File: src/rtl/pipeline_hazard_controller.sv
// Pipeline sequencing for the 5-stage core: reset-vector start-up, loader freeze,
// load-use stall and jump squash, with saturating stall/flush event counters.
module pipeline_hazard_controller #(
    parameter int REG_ADDR_W = 3,
    parameter int RESET_HOLD = 2,
    parameter int CNT_W      = 16
) (
    input  logic                  clk,
    input  logic                  reset,
    input  logic [REG_ADDR_W-1:0] id_src1,
    input  logic [REG_ADDR_W-1:0] id_src2,
    input  logic                  id_uses_src1,
    input  logic                  id_uses_src2,
    input  logic                  ex_mem_read,
    input  logic [REG_ADDR_W-1:0] ex_dest,
    input  logic                  jump_occured,
    input  logic                  loader_active,
    output logic                  pc_write_en,
    output logic                  pc_load_reset_vec,
    output logic                  ifid_write_en,
    output logic                  ifid_flush,
    output logic                  idex_bubble,
    output logic                  pipe_hold,
    output logic [1:0]            ctrl_state,
    output logic [CNT_W-1:0]      stall_count,
    output logic [CNT_W-1:0]      flush_count
);

    localparam int HOLD_W = (RESET_HOLD > 1) ? $clog2(RESET_HOLD) : 1;
    localparam logic [HOLD_W-1:0] HOLD_LAST = HOLD_W'(RESET_HOLD - 1);

    typedef enum logic [1:0] {
        ST_RESET_SEQ = 2'b00,
        ST_RUN       = 2'b01,
        ST_FREEZE    = 2'b10
    } state_t;

    state_t            state;
    logic [HOLD_W-1:0] hold_cnt;
    logic              load_use;
    logic              hold_done;
    logic              run_jump;
    logic              run_stall;

    assign load_use  = ex_mem_read & ((id_uses_src1 & (id_src1 == ex_dest)) |
                                      (id_uses_src2 & (id_src2 == ex_dest)));
    assign hold_done = (hold_cnt == HOLD_LAST);
    // A jump squashes the dependent instruction, so it masks the stall.
    assign run_jump  = !loader_active && (state == ST_RUN) && jump_occured;
    assign run_stall = !loader_active && (state == ST_RUN) && !jump_occured && load_use;
    assign ctrl_state = state;

    always_comb begin
        pc_write_en       = 1'b0;
        pc_load_reset_vec = 1'b0;
        ifid_write_en     = 1'b0;
        ifid_flush        = 1'b0;
        idex_bubble       = 1'b0;
        pipe_hold         = 1'b0;
        if (loader_active) begin
            pipe_hold = 1'b1;
        end else begin
            case (state)
                ST_RUN: begin
                    if (jump_occured) begin
                        pc_write_en   = 1'b1;
                        ifid_write_en = 1'b1;
                        ifid_flush    = 1'b1;
                        idex_bubble   = 1'b1;
                    end else if (load_use) begin
                        idex_bubble   = 1'b1;
                    end else begin
                        pc_write_en   = 1'b1;
                        ifid_write_en = 1'b1;
                    end
                end
                ST_FREEZE: pipe_hold = 1'b1;
                default: begin
                    // Illegal encodings decode like RESET_SEQ but never load the PC.
                    ifid_flush  = 1'b1;
                    idex_bubble = 1'b1;
                    if (state == ST_RESET_SEQ && hold_done) begin
                        pc_write_en       = 1'b1;
                        pc_load_reset_vec = 1'b1;
                    end
                end
            endcase
        end
    end

    always_ff @(posedge clk or negedge reset) begin
        if (!reset) begin
            state       <= ST_RESET_SEQ;
            hold_cnt    <= '0;
            stall_count <= '0;
            flush_count <= '0;
        end else begin
            if (run_stall && stall_count != '1) stall_count <= stall_count + 1'b1;
            if (run_jump && flush_count != '1)  flush_count <= flush_count + 1'b1;
            if (loader_active) begin
                state    <= ST_FREEZE;
                hold_cnt <= '0;
            end else begin
                case (state)
                    ST_RESET_SEQ: begin
                        if (hold_done) begin
                            state    <= ST_RUN;
                            hold_cnt <= '0;
                        end else begin
                            hold_cnt <= hold_cnt + 1'b1;
                        end
                    end
                    ST_RUN: state <= ST_RUN;
                    default: begin
                        state    <= ST_RESET_SEQ;
                        hold_cnt <= '0;
                    end
                endcase
            end
        end
    end

endmodule

File: config.mk
export PLATFORM = sky130hd
export DESIGN_NAME = pipeline_hazard_controller
export DESIGN_NICKNAME = d
export VERILOG_FILES = /design/src/rtl/pipeline_hazard_controller.sv
export SDC_FILE = /design/constraint.sdc
export NUM_CORES = 1
export LEC_CHECK = 0
export CORE_MARGIN = 1
export CORE_UTILIZATION = 47
export CTS_CLUSTER_SIZE = 10
export DETAILED_ROUTE_END_ITERATION = 8
export PLACE_DENSITY_LB_ADDON = 0.12
export SLEW_MARGIN = 15
export SYNTH_ARGS = -nofsm -noshare
export SYNTH_HDL_FRONTEND = slang
export SYNTH_SLANG_ARGS = --single-unit
File: constraint.sdc
create_clock -name clk -period 2 [get_ports clk]
set_input_delay 0.5 -clock clk [delete_from_list [all_inputs] [get_ports clk]]
set_output_delay 0.5 -clock clk [all_outputs]
set_load 0.05 [all_outputs]
==> impl_metrics.toml, run 1 <==
[flow_run]
drv_cap = 0

[worst_setup_path]
slowest_delay_ns = 0.22
crit_type = "primary input to primary output"
end_kind = "primary output"
crit_arrival_ns = 1.64
crit_path_start_kind = "primary input"
crit_fanout = 2
cp.required_ns = 1.50
worstPathCellList = "clkdlybuf4s15_2, xnor2_1, nand4_1, nand2_2, a311oi_4, a21o_4, buf_12"
cpMaxStageDelayCell = "a21o_4"

[cells_and_area]
final_util_pct = 76.8
nets = 280
antennaDiodeCount = 0
syn_to_final_growth_pct = 53.8
drive_gt1_share_pct = 39.2
final_area_um2 = 2880

[routing]
ant_nets = 0
vias_per_cell = 5.31
firstDrtPassIters = 4
via_count = 1636
first_iter_violations = 76
wl_per_cell_um = 14.6
drc = 0
drt-total-wl_um = 4510

[synth]
synthTopCellsByCount = "35 x dfrtp_1, 29 x xnor2_1, 15 x nand3_1, 13 x nor2_1, 12 x nand2_1"
yosys_warnings = 0
ys_async_sr_fraction_pct = 100
synth_edf_count = 0
synth.area.top_cells = "dfrtp_1 47%, xnor2_1 14%, nand3_1 4.0%, and3_1 3.3%, ha_1 3.3%"
synth-seq-cells = 35
synthMuxAreaShare_pct = 1.20
synth_most_common_cell = "dfrtp_1"
synth_top_family_by_area = "simple AND/OR/NAND/NOR gates"
yosysTopAreaCellShare_pct = 46.8
synth_fa_ha_area_share_pct = 3.34
synthFlopType = "dfrtp_1"
synth_area_per_cell_um2 = 10.6
synth_cell_types = 35
synth_nets = 198
syn_inst = 177
yosysTopAreaCell = "dfrtp_1"
synth_compound_area_share_pct = 6.56
synthXorXnorAreaFrac_pct = 16.4
netlist_area_um2 = 1870
synthSimpleGateAreaFrac_pct = 23.8
synth-seq-area-share_pct = 46.8

[timing]
setup_tns_ns = -0.562
maxSlewHeadroom_pct = 67.2
worst_hold_slack_ns = 0.502
tightest_slew_ns = 0.490
final.setup_skew_ns = 0.00817
post-route-worst-setup-slack_ns = -0.144
fmaxAchievable_ghz = 0.466
rsz0062_at_grt = "true"
finalCritPeriodShare_pct = 107
drv_slew = 0
hold_violations = 0
final.min_clock_period_ns = 2.14
setup_viol = 5

[global_route]
grt_pass1_vias = 1706
grt_usage_pct = 23.8
grt_start_max_net_pins = 36
grt.overflow.total = 0
antenna_found_initial = 0
grt_pass1_wl_um = 7690

[power_and_ir_drop]
p_per_area_nw_per_um2 = 683
power_leakage_nw = 1.34
irDropWorstVdd_mv = 0.489

[clocking]
clock_sinks = 35
max-clock-path-buffers = 2
htreeDepth = 2
insertion_delay_ns = 0.30
cts_made_buffers = 5
cts_tree = "done"
root_buffer = "clkbuf_8"
clk_pin_slew_worst_paths_ns = 0.07

[placed_design]
dpl.hpwl_um = 3300
place_congestion = 0.840
placed_area_um2 = 2640
portBuffers = 55

[floorplan]
initial_core_util_pct = 50.0
rows = 22
io_pins = 56
die_y_um = 65.1
fp.dieArea_um2 = 4240
core_area_um2 = 3740
die_w_um = 65.1

[outcome]
violations = "negative setup slack"
status = "finished with violations"

[worst_hold_path]
hold_path_class = "flop to flop"
[layer usage]
layer | share of wire (%) | vias to the layer above | global-route usage, %
li1 | - | 787 | -
met1 | 41 | 803 | 27.8
met2 | 54 | 39 | 42.8
met3 | 3.8 | 7 | 4.23
met4 | 1.4 | 0 | 8.97
met5 | 0 | - | 0
[final cells by class]
class,count,area [um2]
clock buffer,5,68.8
clock inverter,3,67.6
fill,270,867
inverter,8,32.5
multi-input combinational,133,1070
sequential,35,878
tap,48,60.1
timing repair buffer,76,694
[through the flow]
stage / power, mW / worst slack, ns / std cells
after global placement: 1.17 / -0.417 / 294
after floorplan: 1.01 / -0.332 / 177
after detailed placement: 1.19 / -0.485 / 294
after global routing: 2.03 / -0.203 / 308
final: 1.97 / -0.144 / 308
after CTS: 1.97 / -0.143 / 307
[critical path, delay by kind of cell]
family	cells	cell delay, ns
buffers and inverters	2	0.35
AOI/OAI and AO/OA	2	0.32
and+or+nand+nor	2	0.29
xor gates and xnor gates	1	0.19
[cells in the final DEF, fill, tap and decap left out, types with 2 or more instances in the layout]
cell type	n
dlygate4sd2_1	4
buf_12	6
clkdlybuf4s15_1	6
bufinv_16	2
inv_1	4
inv_2	3
and4_1	2
xnor2_1	28
a21oi_4	2
nand4_2	2
clkdlybuf4s15_2	3
nand4_1	9
buf_4	51
nor2_2	3
and3_1	10
clkdlybuf4s50_1	4
nor2_1	11
dfrtp_1	33
nor3_1	3
a21oi_1	2
nand3_1	15
or2_4	2
mux2_1	2
nand2_1	11
ha_1	2
dfrtp_2	2
xor2_1	6
a21o_4	2
buf_6	2
clkbuf_8	5
ha_2	2
[path summary, 6_finish.rpt]
check,start,end,slack (ns),cells past startpoint
max reg2reg,ctrl_state[1],stall_count[10],0.11,8
min reg2reg,stall_count[5],stall_count[5],0.50,1
min,stall_count[5],stall_count[5],0.50,1
min in group asynchronous,reset,flush_count[10],0.61,2
max,ex_dest[1],pc_write_en,-0.14,7
max in group asynchronous,reset,ctrl_state[1],1.05,2
[kinds of logic (layout without fill, tap and decap cells)]
logic type,Yosys count,after routing
AO/OA/AOI/OAI,13,13
XOR/XNOR,35,35
adder cells (fa/ha/maj),5,5
buffers and inverters,9,92
flip-flops,35,35
multiplexers,2,2
AND/OR/NAND/NOR,78,78
[state kept, by name, summed over array words and instances (netlist names)]
| name | count |
|---|---|
| stall_count | 16 |
| ctrl_state | 2 |
| hold_cnt | 1 |
| flush_count | 16 |
[timing repair]
item,in CTS,in global routing
hold buffers,0,0
setup buffers,5,1
pin swaps,14,1
resized for setup,35,4
setup endpoints to repair,6,9
[where the power goes]
part	total, mW	leakage, nW	internal [mW]	switching, mW
sequential	0.770	0.470	0.738	0.0322
combinational	0.423	0.801	0.178	0.246
clock	0.773	0.0644	0.497	0.275
total	1.97	1.34	1.41	0.553
Power figures use the tool's default switching activity.
==> inputs of run 2 (changes only) <==
--- a/config.mk
+++ b/config.mk
@@ -9,6 +9,7 @@
 export CORE_UTILIZATION = 47
 export CTS_CLUSTER_SIZE = 10
 export DETAILED_ROUTE_END_ITERATION = 8
+export GPL_TIMING_DRIVEN = 0
 export PLACE_DENSITY_LB_ADDON = 0.12
 export SLEW_MARGIN = 15
 export SYNTH_ARGS = -nofsm -noshare
==> run 2 against run 1 <==
Compared with the run above: the flow still finishes with violations (negative setup slack); non-clock buffer count decreased by 10; fmax rose by 1.1%; clock-buffer cell count up 1; setup slack better by 0.023 ns; die area did not move; worst hold slack worse by 0.23 ns; first-iteration DRC count grew 55%; register-to-register slack hardly changed; critical path depth down 1; utilization shrank 3.0 points.
==> impl_metrics.toml, run 2 (synthesis gave the netlist of run 1 again) <==
[timing]
final.min_clock_period_ns = 2.12
finalCritPeriodShare_pct = 106
maxSlewHeadroom_pct = 49.3
worst_hold_slack_ns = 0.275
setup_viol = 5
tightest_slew_ns = 0.760
final.setup_skew_ns = 0.00886
setup_tns_ns = -0.349
post-route-worst-setup-slack_ns = -0.121
drv_slew = 0
hold_violations = 0
fmaxAchievable_ghz = 0.471
rsz0062_at_grt = "true"

[worst_setup_path]
crit_arrival_ns = 1.62
cp.required_ns = 1.50
crit_fanout = 2
startpoint = "id_uses_src1"
reg2regPathDepth = 8
r2r-start = "ctrl_state[1]"
end_kind = "primary output"
reg2reg_slack_ns = 0.10
crit_path_start_kind = "primary input"
crit_type = "primary input to primary output"
regToRegEndpoint = "stall_count[11]"

[cells_and_area]
nets = 270
multi_input_area_um2 = 1090
antennaDiodeCount = 0
fin_cells = 298
fill_cells = 263
regArea_um2 = 878
final_cell_mix = "35 x dlygate4sd2_1, 33 x dfrtp_1, 26 x xnor2_1"
final_common_cell = "dlygate4sd2_1"
drive_gt1_share_pct = 27.2
syn_to_final_growth_pct = 47.8

[routing]
firstDrtPassIters = 4
wl_met1_um = 1790
topRoutingLayerUsed = "met4"
ant_nets = 0
drt-total-wl_um = 4320
route.met2.wl_um = 2320
wl_per_cell_um = 14.5
drc = 0
via_count = 1595
routed-wl-met3_um = 154
first_iter_violations = 118
vias_per_cell = 5.35

[power_and_ir_drop]
power_leakage_nw = 1.39
pwr-share-seq_pct = 42.3
p_clk_share_pct = 36.2
cellInternalPower_mw = 1.29
power.total_mw = 1.82
combPwrFrac_pct = 21.5
p_per_area_nw_per_um2 = 657
switchingPower_mw = 0.529
irDropWorstVdd_mv = 0.539
p_sw_share_pct = 29.1

[clocking]
clk_pin_slew_worst_paths_ns = 0.07
cts_made_buffers = 5
htreeDepth = 2
cts_tree = "done"
clock_sinks = 35
root_buffer = "clkbuf_8"
insertion_delay_ns = 0.29
hold_buffers = 0
max-clock-path-buffers = 2

[outcome]
violations = "negative setup slack"
status = "finished with violations"

[floorplan]
io_pins = 56
initial_core_util_pct = 50.0
fp.dieArea_um2 = 4240
rows = 22
die_w_um = 65.1
die_y_um = 65.1
core_area_um2 = 3740

[global_route]
antenna_found_initial = 0
grt_pass1_wl_um = 7420
grt_usage_pct = 23.1
grt.overflow.total = 0
grt_start_max_net_pins = 36
grt_pass1_vias = 1612

[placed_design]
place_inst = 280
portBuffers = 55
place_congestion = 0.819
dpl.hpwl_um = 3060

[flow_run]
drv_cap = 0

[worst_hold_path]
hold_path_class = "primary input to asynchronous set/reset pin"
[run 2: layer usage]
metal,GRT usage [%],vias to the layer above
li1,-,762
met1,27.0,788
met5,0,-
met2,41.0,37
met4,5.43,0
met3,7.04,8
[run 2: repair_timing]
action,CTS,global route
setup buffers,5,5
endpoints found under the setup margin,49,19
pin swaps,15,12
gates resized for setup,111,23
[run 2: layout make-up]
type / instances / share of cell area [%]
repair buffers: 65 / 20.8
multi-input cells: 133 / 39.5
clock buffers: 6 / 2.99
well taps: 48 / 2.17
inverters: 8 / 1.27
flip-flops and latches: 35 / 31.8
plain buffers: 1 / 0.271
clock inverters: 2 / 1.27
[run 2: critical path, stage by stage]
cell and delay [ns]:
dlygate4sd2_1 0.24, nand4_1 0.13, nand2_2 0.10, a311oi_4 0.34, a21o_4 0.17, buf_8 0.13
[run 2: how the worst max path moves through the flow]
stage                              to  slack (ns)  cells past startpoint
after global routing      pc_write_en       -0.19                      7
after global placement    pc_write_en       -1.12                      7
final                     pc_write_en       -0.12                      6
after floorplan           pc_write_en       -0.33                      4
after CTS                 pc_write_en       -0.09                      6
after detailed placement  pc_write_en       -1.17                      7
[run 2: power groups by stage]
stage          clock, mW  sequential [mW]  combinational, mW
2_1_floorplan          0            0.878              0.132
3_3_place_gp           0            0.781              0.368
3_5_place_dp           0            0.783              0.374
4_1_cts            0.681            0.769              0.371
5_1_grt            0.712            0.774              0.414
6_report           0.658            0.769              0.390
[run 2: through the flow]
step	cell area [um2]	setup WS, ns	utilization, %
floorplan	1940	-0.332	-
global placement	2550	-1.12	68.2
detailed placement	2550	-1.17	68.1
CTS	2680	-0.0884	71.7
global route	2770	-0.187	73.9
finish	2770	-0.121	73.9
==> inputs of run 3 (changes only) <==
--- a/config.mk
+++ b/config.mk
@@ -5,7 +5,7 @@
 export SDC_FILE = /design/constraint.sdc
 export NUM_CORES = 1
 export LEC_CHECK = 0
-export CORE_MARGIN = 1
+export CORE_MARGIN = 10
 export CORE_UTILIZATION = 47
 export CTS_CLUSTER_SIZE = 10
 export DETAILED_ROUTE_END_ITERATION = 8
==> run 3 against run 2 <==
Compared with the run above: the flow still finishes with violations (negative setup slack); clock-buffer cell count did not move; first-iteration DRC count shrank 28%; clock power decreased by 22%; sequential share of layout area increased by 1.1 points; final area fell by 3.3%; non-clock buffer count down 5; power shrank 9.1%; routed wire length increased by 5.4%; final cell count shrank 2.0%; combinational power decreased by 5%.
==> impl_metrics.toml, run 3 (synthesis gave the netlist of run 1 again) <==
[clocking]
clk_pin_slew_worst_paths_ns = 0.07
htreeDepth = 2
cts_tree = "done"
clock_sinks = 35
max-clock-path-buffers = 2
insertion_delay_ns = 0.28
root_buffer = "clkbuf_8"
hold_buffers = 0
cts_made_buffers = 5

[global_route]
grt_use_met1_pct = 14.2
grt_start_max_net_pins = 36
globalRouteMet2Util_pct = 23.8
grt_usage_pct = 13.0
grt_pass1_wl_um = 7780
grt.overflow.total = 0
grt_pass1_vias = 1623
met3_usage_pct = 4.10
busiest_layer = "met2"
antenna_found_initial = 0

[timing]
maxSlewHeadroom_pct = 49.0
setup_viol = 3
finalCritPeriodShare_pct = 105
post-route-worst-setup-slack_ns = -0.0953
hold_violations = 0
tightest_slew_ns = 0.766
fmaxAchievable_ghz = 0.477
setup_tns_ns = -0.120
drv_slew = 0
final.setup_skew_ns = 0.00599
rsz0062_at_grt = "true"
worst_hold_slack_ns = 0.290
final.min_clock_period_ns = 2.10

[floorplan]
core_area_um2 = 3740
initial_core_util_pct = 50.0
io_pins = 56
die_w_um = 83.1
rows = 22
die_y_um = 83.1
fp.dieArea_um2 = 6900

[worst_setup_path]
reg2reg_slack_ns = 0.09
startpoint = "id_src2[0]"
r2r-start = "ctrl_state[1]"
cpMaxStageDelayCell = "a311oi_4"
crit_path_start_kind = "primary input"
crit_fanout = 2
crit_type = "primary input to primary output"
end_kind = "primary output"
cp_top_family = "compound AO/OA/AOI/OAI gates"
cp.required_ns = 1.50
reg2regPathDepth = 7
cp_num_buf_inv = 2
crit_arrival_ns = 1.60
slowest_delay_ns = 0.26
regToRegEndpoint = "stall_count[1]"
worstPathCellList = "clkdlybuf4s15_2, xnor2_2, nand4_1, nand2_2, a311oi_4, a21o_4, buf_8"

[placed_design]
dpl.hpwl_um = 3540
portBuffers = 55
place_congestion = 0.872
dp_slack_ns = -1.16
placed_area_um2 = 2550

[power_and_ir_drop]
power_leakage_nw = 1.33
irDropWorstVdd_mv = 0.420
p_per_area_nw_per_um2 = 618

[outcome]
violations = "negative setup slack"
status = "finished with violations"

[routing]
ant_nets = 0
drt-total-wl_um = 4560
via_count = 1535
vias_per_cell = 5.26
drc = 0
first_iter_violations = 85
wl_per_cell_um = 15.6
firstDrtPassIters = 4

[flow_run]
drv_cap = 0

[worst_hold_path]
hold_path_class = "primary input to asynchronous set/reset pin"

[cells_and_area]
final_util_pct = 71.5
syn_to_final_growth_pct = 43.0
drive_gt1_share_pct = 23.0
final_area_um2 = 2680
final_common_cell = "dlygate4sd2_1"
fill_cells = 279
antennaDiodeCount = 0
final_cell_mix = "35 x dlygate4sd2_1, 33 x dfrtp_1, 28 x xnor2_1"
multi_input_area_um2 = 1070
nets = 265
regArea_um2 = 878
[run 3: cell types whose count changed in the layout (fill, tap and decap cells not counted), sizes merged]
cell           before  now
clkbuf             10    6
bufinv              1    0
buf                23   17
clkdlybuf4s15       0    6
dlymetal6s2s        3    1
clkdlybuf4s50       1    2
[run 3: worst max path at each step]
stage                  endpoint  slack (ns)  cells past startpoint
floorplan           pc_write_en       -0.33                      4
global placement    pc_write_en       -1.13                      7
detailed placement  pc_write_en       -1.16                      7
CTS                 pc_write_en       -0.09                      7
global route        pc_write_en       -0.16                      7
finish              pc_write_en        -0.1                      7
[run 3: layout make-up]
| cell class | instances | share of cell area [%] |
|---|---|---|
| clock buffers | 6 | 3.09 |
| multi-input cells | 133 | 40.0 |
| repair buffers | 60 | 20.0 |
| flip-flops and latches | 35 | 32.8 |
| clock inverters | 1 | 0.187 |
| inverters | 8 | 1.31 |
| plain buffers | 1 | 0.281 |
| well taps | 48 | 2.25 |
[run 3: report_power, final]
part	internal, mW	switching, mW	leakage (nW)
clock	0.270	0.240	0.0470
combinational	0.133	0.239	0.809
sequential	0.738	0.0328	0.470
[run 3: through the flow]
step / total power, mW / std cells
after CTS: 1.67 / 292
after global routing: 1.73 / 292
final: 1.65 / 292
after global placement: 1.15 / 280
after floorplan: 1.01 / 177
after detailed placement: 1.17 / 280
[run 3: metal layers]
metal | wire [um] | vias up
met2 | 2490 | 37
met5 | 0 | -
met3 | 230 | 4
met1 | 1810 | 742
li1 | - | 752
met4 | 24 | 0
[run 3: timing repair]
| action | CTS | global route |
|---|---|---|
| setup endpoints to repair | 48 | 13 |
| endpoints found under the hold margin | 0 | 0 |
| resized for setup | 117 | 4 |
| buffers inserted | 5 | 0 |
| pin swaps | 15 | 1 |
